File: src/rtl/gray_pkg.sv
// Shared gray-code helpers used by both the encoder (bin_to_gray) and the
// receive-side decoder. Functions work on 32-bit containers; narrower
// counters are zero-extended, which leaves the results unchanged.
package gray_pkg;

    localparam int DEFAULT_CNTR_WIDTH = 8;

    // Binary to reflected gray code.
    function automatic logic [31:0] bin2gray(input logic [31:0] b);
        return b ^ (b >> 1);
    endfunction

    // Reflected gray code back to binary: b[i] = b[i+1] ^ g[i].
    function automatic logic [31:0] gray2bin(input logic [31:0] g);
        logic [31:0] b;
        b[31] = g[31];
        for (int i = 30; i >= 0; i--) begin
            b[i] = b[i + 1] ^ g[i];
        end
        return b;
    endfunction

    // Number of set bits.
    function automatic logic [5:0] popcount(input logic [31:0] v);
        logic [5:0] c;
        c = '0;
        for (int i = 0; i < 32; i++) begin
            c = c + 6'(v[i]);
        end
        return c;
    endfunction

endpackage

File: src/rtl/gray_ptr_sync_decoder_if.sv
// Bundle between the gray-counter consumer and the decoder: the incoming
// gray value and error clear, plus the decoded results.
interface gray_ptr_sync_decoder_if
    import gray_pkg::*;
#(
    parameter int CNTR_WIDTH = DEFAULT_CNTR_WIDTH
);

    logic [CNTR_WIDTH-1:0] gray_i;
    logic                  clr_err_i;
    logic [CNTR_WIDTH-1:0] bin_o;
    logic                  bin_valid_o;
    logic [CNTR_WIDTH-1:0] delta_o;
    logic                  step_err_o;
    logic                  err_sticky_o;

    // Side that supplies the gray value and consumes the decoded results.
    modport master (
        output gray_i,
        output clr_err_i,
        input  bin_o,
        input  bin_valid_o,
        input  delta_o,
        input  step_err_o,
        input  err_sticky_o
    );

    // Decoder side.
    modport slave (
        input  gray_i,
        input  clr_err_i,
        output bin_o,
        output bin_valid_o,
        output delta_o,
        output step_err_o,
        output err_sticky_o
    );

endinterface

File: src/rtl/gray_to_bin.sv
// Combinational gray-to-binary decoder. Each binary bit is the XOR of all
// gray bits at or above it, written as independent reductions so there is
// no bit-to-bit combinational chain inside one vector.
module gray_to_bin
    import gray_pkg::*;
#(
    parameter int CNTR_WIDTH = DEFAULT_CNTR_WIDTH
) (
    input  logic [CNTR_WIDTH-1:0] gray,
    output logic [CNTR_WIDTH-1:0] bin
);

    genvar gi;
    generate
        for (gi = 0; gi < CNTR_WIDTH; gi++) begin : g_bit
            assign bin[gi] = ^gray[CNTR_WIDTH-1:gi];
        end
    endgenerate

endmodule

File: src/rtl/gray_ptr_sync_decoder.sv
// Receive side of a gray-coded counter crossing: resynchronise the gray
// value through a flop chain, decode to binary, report the increment since
// the previous sample and flag samples where more than one gray bit moved.
module gray_ptr_sync_decoder
    import gray_pkg::*;
#(
    parameter int CNTR_WIDTH  = DEFAULT_CNTR_WIDTH,
    parameter int SYNC_STAGES = 2
) (
    input  logic                    clk,
    input  logic                    reset,
    gray_ptr_sync_decoder_if.slave  bus
);

    // Warm-up counter only needs to reach SYNC_STAGES.
    localparam int WU_W = $clog2(SYNC_STAGES + 1) + 1;

    logic [SYNC_STAGES-1:0][CNTR_WIDTH-1:0] sync_reg;
    logic [SYNC_STAGES-1:0][CNTR_WIDTH-1:0] sync_next;
    logic [CNTR_WIDTH-1:0] g_s;
    logic [CNTR_WIDTH-1:0] dec_bin;

    logic [CNTR_WIDTH-1:0] bin_reg,    bin_next;
    logic [CNTR_WIDTH-1:0] g_prev_reg, g_prev_next;
    logic [CNTR_WIDTH-1:0] delta_reg,  delta_next;
    logic                  valid_reg,  valid_next;
    logic                  err_reg,    err_next;
    logic                  sticky_reg, sticky_next;
    logic [WU_W-1:0]       wcnt_reg,   wcnt_next;

    // Shift structure of the synchroniser: stage 0 takes the raw input,
    // every later stage takes its predecessor.
    genvar gi;
    generate
        for (gi = 0; gi < SYNC_STAGES; gi++) begin : g_sync
            if (gi == 0) begin : g_first
                assign sync_next[gi] = bus.gray_i;
            end else begin : g_rest
                assign sync_next[gi] = sync_reg[gi - 1];
            end
        end
    endgenerate

    assign g_s = sync_reg[SYNC_STAGES-1];

    gray_to_bin #(
        .CNTR_WIDTH (CNTR_WIDTH)
    ) u_gray_to_bin (
        .gray (g_s),
        .bin  (dec_bin)
    );

    // Next-state for the decode stage, warm-up and error tracking.
    always_comb begin
        wcnt_next   = wcnt_reg;
        if (!valid_reg) begin
            wcnt_next = wcnt_reg + WU_W'(1);
        end
        valid_next  = valid_reg | (wcnt_reg == WU_W'(SYNC_STAGES));
        bin_next    = dec_bin;
        g_prev_next = g_s;
        // The first valid cycle still compares against a pre-valid bin_reg,
        // so delta only becomes live once valid was already high.
        delta_next  = valid_reg ? (dec_bin - bin_reg) : '0;
        // Bit-count check only; a legal one-bit step can still decode to a
        // large binary jump.
        err_next    = valid_reg && (popcount(32'(g_s ^ g_prev_reg)) > 6'd1);
        // A new error wins over a simultaneous clear.
        sticky_next = err_next | (sticky_reg & ~bus.clr_err_i);
    end

    // State registers; reset clears everything without waiting for clk.
    always_ff @(posedge clk or negedge reset) begin
        if (!reset) begin
            sync_reg   <= '0;
            bin_reg    <= '0;
            g_prev_reg <= '0;
            delta_reg  <= '0;
            valid_reg  <= 1'b0;
            err_reg    <= 1'b0;
            sticky_reg <= 1'b0;
            wcnt_reg   <= '0;
        end else begin
            sync_reg   <= sync_next;
            bin_reg    <= bin_next;
            g_prev_reg <= g_prev_next;
            delta_reg  <= delta_next;
            valid_reg  <= valid_next;
            err_reg    <= err_next;
            sticky_reg <= sticky_next;
            wcnt_reg   <= wcnt_next;
        end
    end

    assign bus.bin_o        = bin_reg;
    assign bus.bin_valid_o  = valid_reg;
    assign bus.delta_o      = delta_reg;
    assign bus.step_err_o   = err_reg;
    assign bus.err_sticky_o = sticky_reg;

endmodule

File: src/flat_wrapper.sv
// flat-port wrapper written by rule: the top's interface ports become plain ports
module gray_ptr_sync_decoder_flat import gray_pkg::*;
#(
    parameter int CNTR_WIDTH  = DEFAULT_CNTR_WIDTH,
    parameter int SYNC_STAGES = 2
)
  (clk, reset, bus_gray_i, bus_clr_err_i, bus_bin_o, bus_bin_valid_o, bus_delta_o, bus_step_err_o, bus_err_sticky_o);
  gray_ptr_sync_decoder_if #(.CNTR_WIDTH(CNTR_WIDTH)) bus_i ();
  input  logic clk;
  input  logic reset;
  input wire logic [$bits(bus_i.gray_i)-1:0] bus_gray_i;
  input wire logic [$bits(bus_i.clr_err_i)-1:0] bus_clr_err_i;
  output wire logic [$bits(bus_i.bin_o)-1:0] bus_bin_o;
  output wire logic [$bits(bus_i.bin_valid_o)-1:0] bus_bin_valid_o;
  output wire logic [$bits(bus_i.delta_o)-1:0] bus_delta_o;
  output wire logic [$bits(bus_i.step_err_o)-1:0] bus_step_err_o;
  output wire logic [$bits(bus_i.err_sticky_o)-1:0] bus_err_sticky_o;
  assign bus_i.gray_i = bus_gray_i;
  assign bus_i.clr_err_i = bus_clr_err_i;
  assign bus_bin_o = bus_i.bin_o;
  assign bus_bin_valid_o = bus_i.bin_valid_o;
  assign bus_delta_o = bus_i.delta_o;
  assign bus_step_err_o = bus_i.step_err_o;
  assign bus_err_sticky_o = bus_i.err_sticky_o;
  gray_ptr_sync_decoder #(.CNTR_WIDTH(CNTR_WIDTH), .SYNC_STAGES(SYNC_STAGES)) u_core (.clk(clk), .reset(reset), .bus(bus_i));
endmodule
File: config.mk
export PLATFORM = sky130hd
export DESIGN_NAME = gray_ptr_sync_decoder_flat
export DESIGN_NICKNAME = d
export VERILOG_FILES = /design/src/rtl/gray_pkg.sv /design/src/rtl/gray_ptr_sync_decoder_if.sv /design/src/rtl/gray_to_bin.sv /design/src/rtl/gray_ptr_sync_decoder.sv /design/src/flat_wrapper.sv
export SDC_FILE = /design/constraint.sdc
export NUM_CORES = 1
export LEC_CHECK = 0
export CAP_MARGIN = 30
export CORE_UTILIZATION = 45
export CTS_CLUSTER_DIAMETER = 40
export CTS_CLUSTER_SIZE = 25
export DETAILED_ROUTE_END_ITERATION = 16
export PLACE_DENSITY = 0.65
export SYNTH_ARGS = -nofsm -noshare
export SYNTH_HDL_FRONTEND = slang
export SYNTH_HIERARCHICAL = 1
export SYNTH_SLANG_ARGS = --single-unit
export TNS_END_PERCENT = 5
File: constraint.sdc
create_clock -name clk -period 4.7 [get_ports clk]
set_input_delay 0.705 -clock clk [delete_from_list [all_inputs] [get_ports clk]]
set_output_delay 0.705 -clock clk [all_outputs]
set_load 0.01 [all_outputs]
---- Yosys cells after proc, flatten, opt, wreduce, memory -nomap -nowiden ----
Index checks and enable logic that the tools add are counted.
word-level totals
  register bits ........................... 46
  input port bits ......................... 11
  output and inout bits ................... 19
  word-level logic and storage cells ...... 58
operators by class
  add/sub/neg operators ................... 33
  order comparisons ....................... 1
  equal/unequal tests ..................... 1
  muxes and demuxes ....................... 1
  bitwise operators ....................... 5
  reductions and logical operators ........ 8
operators by type and width
  kind                                                                  number
  6-bit by 1-bit adder with 6-bit output, second input constant         24
  6-bit by 1-bit adder with 6-bit output                                6
  8-bit two-way mux                                                     1
  8-bit parity                                                          1
  8-bit subtractor                                                      1
  8-bit XOR                                                             1
  7-bit parity                                                          1
  6-bit by 1-bit > comparator with 1-bit output, second input constant  1
  6-bit parity                                                          1
  5-bit parity                                                          1
  4-bit parity                                                          1
  3-bit by 1-bit adder with 3-bit output, second input constant         1
  3-bit by 2-bit == test with 1-bit output, second input constant       1
  3-bit parity                                                          1
  1-bit by 1-bit adder with 2-bit output                                1
  1-bit OR                                                              2
  2-bit parity                                                          1
  1-bit AND                                                             1
  1-bit logical AND                                                     1
  1-bit NOT                                                             1

---- Logic depth before layout (Yosys ltp) ----
  depth after elaboration ................. 35
  depth in mapped cells ................... 13
  gate-level depth less buffers ........... 13

---- Hierarchy ----
The synthesis kept the hierarchy.
modules (own cells, without submodules)
  module                 instances  cells an instance  area each (sq um)  sequential area each (sq um)
  gray_ptr_sync_decoder  1          134                1,849.3            1,151.1
  gray_to_bin            1          13                 125.1              0.0

---- Worst setup path after synthesis ----
No wires, ideal clock.
  kind .................................... flip-flop to flip-flop
  from .................................... register u_core.sync_reg, in the netlist u_core/g_prev_next[1]
  to ...................................... register u_core.sticky_reg, in the netlist u_core/bus.err_sticky_o
  setup time .............................. 0.118 ns
  arrival ................................. 3.303 ns
  required time ........................... 4.582 ns
  slack ................................... 1.279 ns
  stages on the path, launching flop included .. 14
  path buffers ............................ 0
  clock period less this slack ............ 3.421 ns
  path through ............................ dfrtp_1 xor2_1 fa_1 fa_1 inv_1 fa_1 inv_1 ha_1 inv_1 fa_1 a211oi_1 mux2_2 a21boi_0 a21o_1
on the way
  longest elaborated chain between the ends .. 35
RTL lines
  item                                                  RTL line                     text
  from (decl)                                           gray_ptr_sync_decoder.sv:18  logic [SYNC_STAGES-1:0][CNTR_WIDTH-1:0] sync_reg;
  from (signal assigned)                                gray_ptr_sync_decoder.sv:84  sync_reg <= sync_next;
  8-bit XOR                                             gray_ptr_sync_decoder.sv:67  err_next = valid_reg && (popcount(32'(g_s ^ g_prev_reg)) > 6'd1);
  1-bit by 1-bit adder with 2-bit output                gray_pkg.sv:28               c = c + 6'(v[i]);
  6-bit by 1-bit adder with 6-bit output (30 in a row)  gray_pkg.sv:28
  6-bit by 1-bit > comparator with 1-bit output         gray_ptr_sync_decoder.sv:67
  1-bit logical AND                                     gray_ptr_sync_decoder.sv:67
  net u_core.err_next                                   gray_ptr_sync_decoder.sv:27  logic err_reg, err_next;
  1-bit OR                                              gray_ptr_sync_decoder.sv:69  sticky_next = err_next | (sticky_reg & ~bus.clr_err_i);
  net u_core.sticky_next                                gray_ptr_sync_decoder.sv:28  logic sticky_reg, sticky_next;
  to (signal assigned)                                  gray_ptr_sync_decoder.sv:90  sticky_reg <= sticky_next;
  to (decl)                                             gray_ptr_sync_decoder.sv:28
The timed path passes the listed nets, and every way through them passes these cells.
A chain may end at the register's enable or synchronous reset.

---- Worst setup path after layout ----
Ends and elaborated chain as after synthesis.

==> flow_summary_export.csv <==
group,metric,value,unit
sta,setup_violations,0,
critical_path,endpoint_kind,"register",
layout,fillers,333,
power,p_leak,1.15,nW
detailed_routing,route.antenna.remaining_nets,0,
clock_network,htree_levels,2,
detailed_routing,drcViolationCount,0,
placement,pre_cts_slack,1.10,ns
synthesis,yosys_warnings,6,
clock_network,clockRootBuffer,"clkbuf_8",
critical_path,path_cells,"xor2_1 -> fa_1 -> fa_1 -> inv_1 -> fa_1 -> inv_1 -> ha_1 -> inv_1 -> fa_1 -> a211oi_1 -> mux2_2 -> a21boi_0 -> a21o_1",
critical_path,critPathBufInv,3,
critical_path,slowest_stage,"fa_1",
layout,multiInputGateArea,741,um^2
synthesis,yosysMostFrequentCell,"dfrtp_1",
floorplanning,die_w,68.2,um
sta,finalCritPeriodShare,76.7,%
sta,fmax,0.277,GHz
floorplanning,io_pins,30,
global_routing,grt_pass1_vias,1146,
sta,slew_headroom,62.2,%
placement,io_buffer_count,29,
sta,layout_setup_ws,1.10,ns
global_routing,grt.overflow.total,0,
placement,place_congestion,0.766,
floorplanning,core_area,4120,um^2
power,p_int,0.931,mW
clock_network,cts_resized,0,
clock_network,cts_tree,"yes",
layout,insertedDiodeCount,0,
synthesis,syn-instance-count,147,
synthesis,synthFlopType,"dfrtp_1",
critical_path,cp.required,4.89,ns
synthesis,ys_top_cells_by_area,"dfrtp_1 (58%), ha_1 (7.6%), xnor2_1 (5.3%), fa_1 (5.1%), xor2_1 (4.0%)",
detailed_routing,viasPerCell,4.77,
synthesis,synth_top_area_share,58.3,%
layout,regArea,1150,um^2
critical_path,slowest_delay,0.54,ns
clock_network,clock_sinks,46,
synthesis,async_flop_share,100,%
floorplanning,initial_core_util,48.0,%
sta,skew,0.00381,ns
detailed_routing,drtIter0Drc,33,
floorplanning,dieArea,4660,um^2
clock_network,clk-insertion-delay-late,0.29,ns
critical_path,crit_family,"adder cells",
sta,finalHoldViolations,0,
synthesis,ys_seq_area_share,58.3,%
power,peakVddDrop,270,uV
detailed_routing,drt-pass1-iter-count,4,
clock_network,cts_buffer_depth,2,
critical_path,crit_type,"reg2reg",
layout,final_cell_area,2470,um^2
sta,layout_min_cycle_time,3.60,ns
power,power,1.31,mW
sta,slew_viol_final,0,
power,switchingPower,0.375,mW
synthesis,syn_avg_cell_area,13.4,um^2
sta,finalSetupTns,0,ns
clock_network,post-cts-setup-buffer-count,0,
floorplanning,die_h,68.2,um
detailed_routing,wl,2970,um
layout,drive_gt1_share,7.65,%
global_routing,gr-usage-all-layers,16.2,%
power,p_sw_share,28.7,%
critical_path,path_common_cell,"fa_1",
sta,worstMarginPinSlew,0.567,ns
flow_run,max-cap-violations,0,
outcome,status,"finished clean",
synthesis,ys_types,33,
critical_path,worstPathMaxFanout,4,
floorplanning,rows,23,
power,clkPwrFrac,26.6,%
detailed_routing,vias,1112,
power,pwr-share-seq,37.5,%
layout,syn_to_final_growth,25.0,%
placement,detailed_place.area,2310,um^2
synthesis,syn_area,1970,um^2
sta,rsz0062_at_grt,"no",
synthesis,syn-num-nets,175,
global_routing,antenna_found_initial,0,
clock_network,cts_buffers,5,
synthesis,synth_top_area_cell,"dfrtp_1",
critical_path,start_kind,"register",
detailed_routing,wire_per_inst,12.8,um
synthesis,synth_top_cells_by_count,"dfrtp_1 (46), inv_1 (18), ha_1 (12), xnor2_1 (12), xor2_1 (9)",
power,power_density,529,nW/um^2
clock_network,clk_pin_slew,0.09,ns
global_routing,grt_pass1_wl,5300,um
synthesis,synth_edf_count,0,
clock_network,ctsHoldBuffers,0,
power,p_comb_share,35.9,%
layout,fin_nets,210,
placement,dp_hpwl,2180,um
critical_path,cp.arrival,3.80,ns
global_routing,grt_max_degree,47,
worst_hold_path,hold_path_class,"in2async",
synthesis,ys_ff_latch,46,
-- final cells by class --
cell class / instances / area share (%)
tap: 50 / 2.53
sequential: 46 / 46.6
inverter: 19 / 2.89
timing repair buffer: 30 / 12.4
multi-input combinational: 80 / 30.0
clock inverter: 3 / 2.79
clock buffer: 5 / 2.79
-- power groups by stage --
stage / logic (mW) / registers, mW / clock network [mW]
6_report: 0.469 / 0.490 / 0.348
5_1_grt: 0.535 / 0.500 / 0.377
4_1_cts: 0.472 / 0.492 / 0.357
3_5_place_dp: 0.468 / 0.500 / 0
3_3_place_gp: 0.459 / 0.498 / 0
2_1_floorplan: 0.263 / 0.527 / 0
-- kinds of logic after synthesis --
group | Yosys count | synth area share, %
AOI/OAI and AO/OA | 15 | 5.01
xor gates and xnor gates | 23 | 11.3
adders and majority gates | 17 | 12.7
buffers and inverters | 21 | 4.18
DFF | 46 | 58.3
muxes | 3 | 1.58
and+or+nand+nor | 22 | 6.91
-- cell usage in the layout, fill, tap and decap left out, drive strengths merged, types with 3 or more instances in the layout --
master	synthesis	final
ha	12	12
xor2	9	9
clkdlybuf4s50	0	28
xnor2	13	13
a21oi	3	3
clkbuf	1	5
a21o	4	4
nand2	4	4
o21ai	3	3
fa	5	5
dfrtp	46	46
and2	3	3
inv	19	19
-- layer usage --
metal | wire (um) | global-route usage [%] | vias up
li1 | - | - | 544
met1 | 1290 | 18.0 | 540
met2 | 1550 | 28.4 | 24
met3 | 103 | 6.00 | 4
met4 | 28 | 5.47 | 0
met5 | 0 | 0 | -
-- path summary, 6_finish.rpt --
check                                      startpoint                      end  cells past startpoint  slack, ns
worst max register to register  u_core/g_prev_next[1]  u_core/bus.err_sticky_o                     13       1.10
min in group clk                 u_core/sync_next[14]    u_core/g_prev_next[6]                      0       0.35
max in group asynchronous                       reset      u_core/bus.bin_o[4]                      2       3.96
worst max-delay path            u_core/g_prev_next[1]  u_core/bus.err_sticky_o                     13       1.10
worst min register to register   u_core/sync_next[14]    u_core/g_prev_next[6]                      0       0.35
worst min-delay path                            reset    u_core/bus.delta_o[1]                      1       0.28
-- through the flow --
| stage | hold slack [ns] | utilization, % | cells |
|---|---|---|---|
| 2_1_floorplan | 0.331 | - | 147 |
| 3_3_place_gp | 0.332 | 56.2 | 224 |
| 3_5_place_dp | 0.335 | 56.2 | 224 |
| 4_1_cts | 0.355 | 59.5 | 232 |
| 5_1_grt | 0.274 | 60.0 | 233 |
| 6_report | 0.279 | 60.0 | 233 |
(Power assumes the default switching activity.)
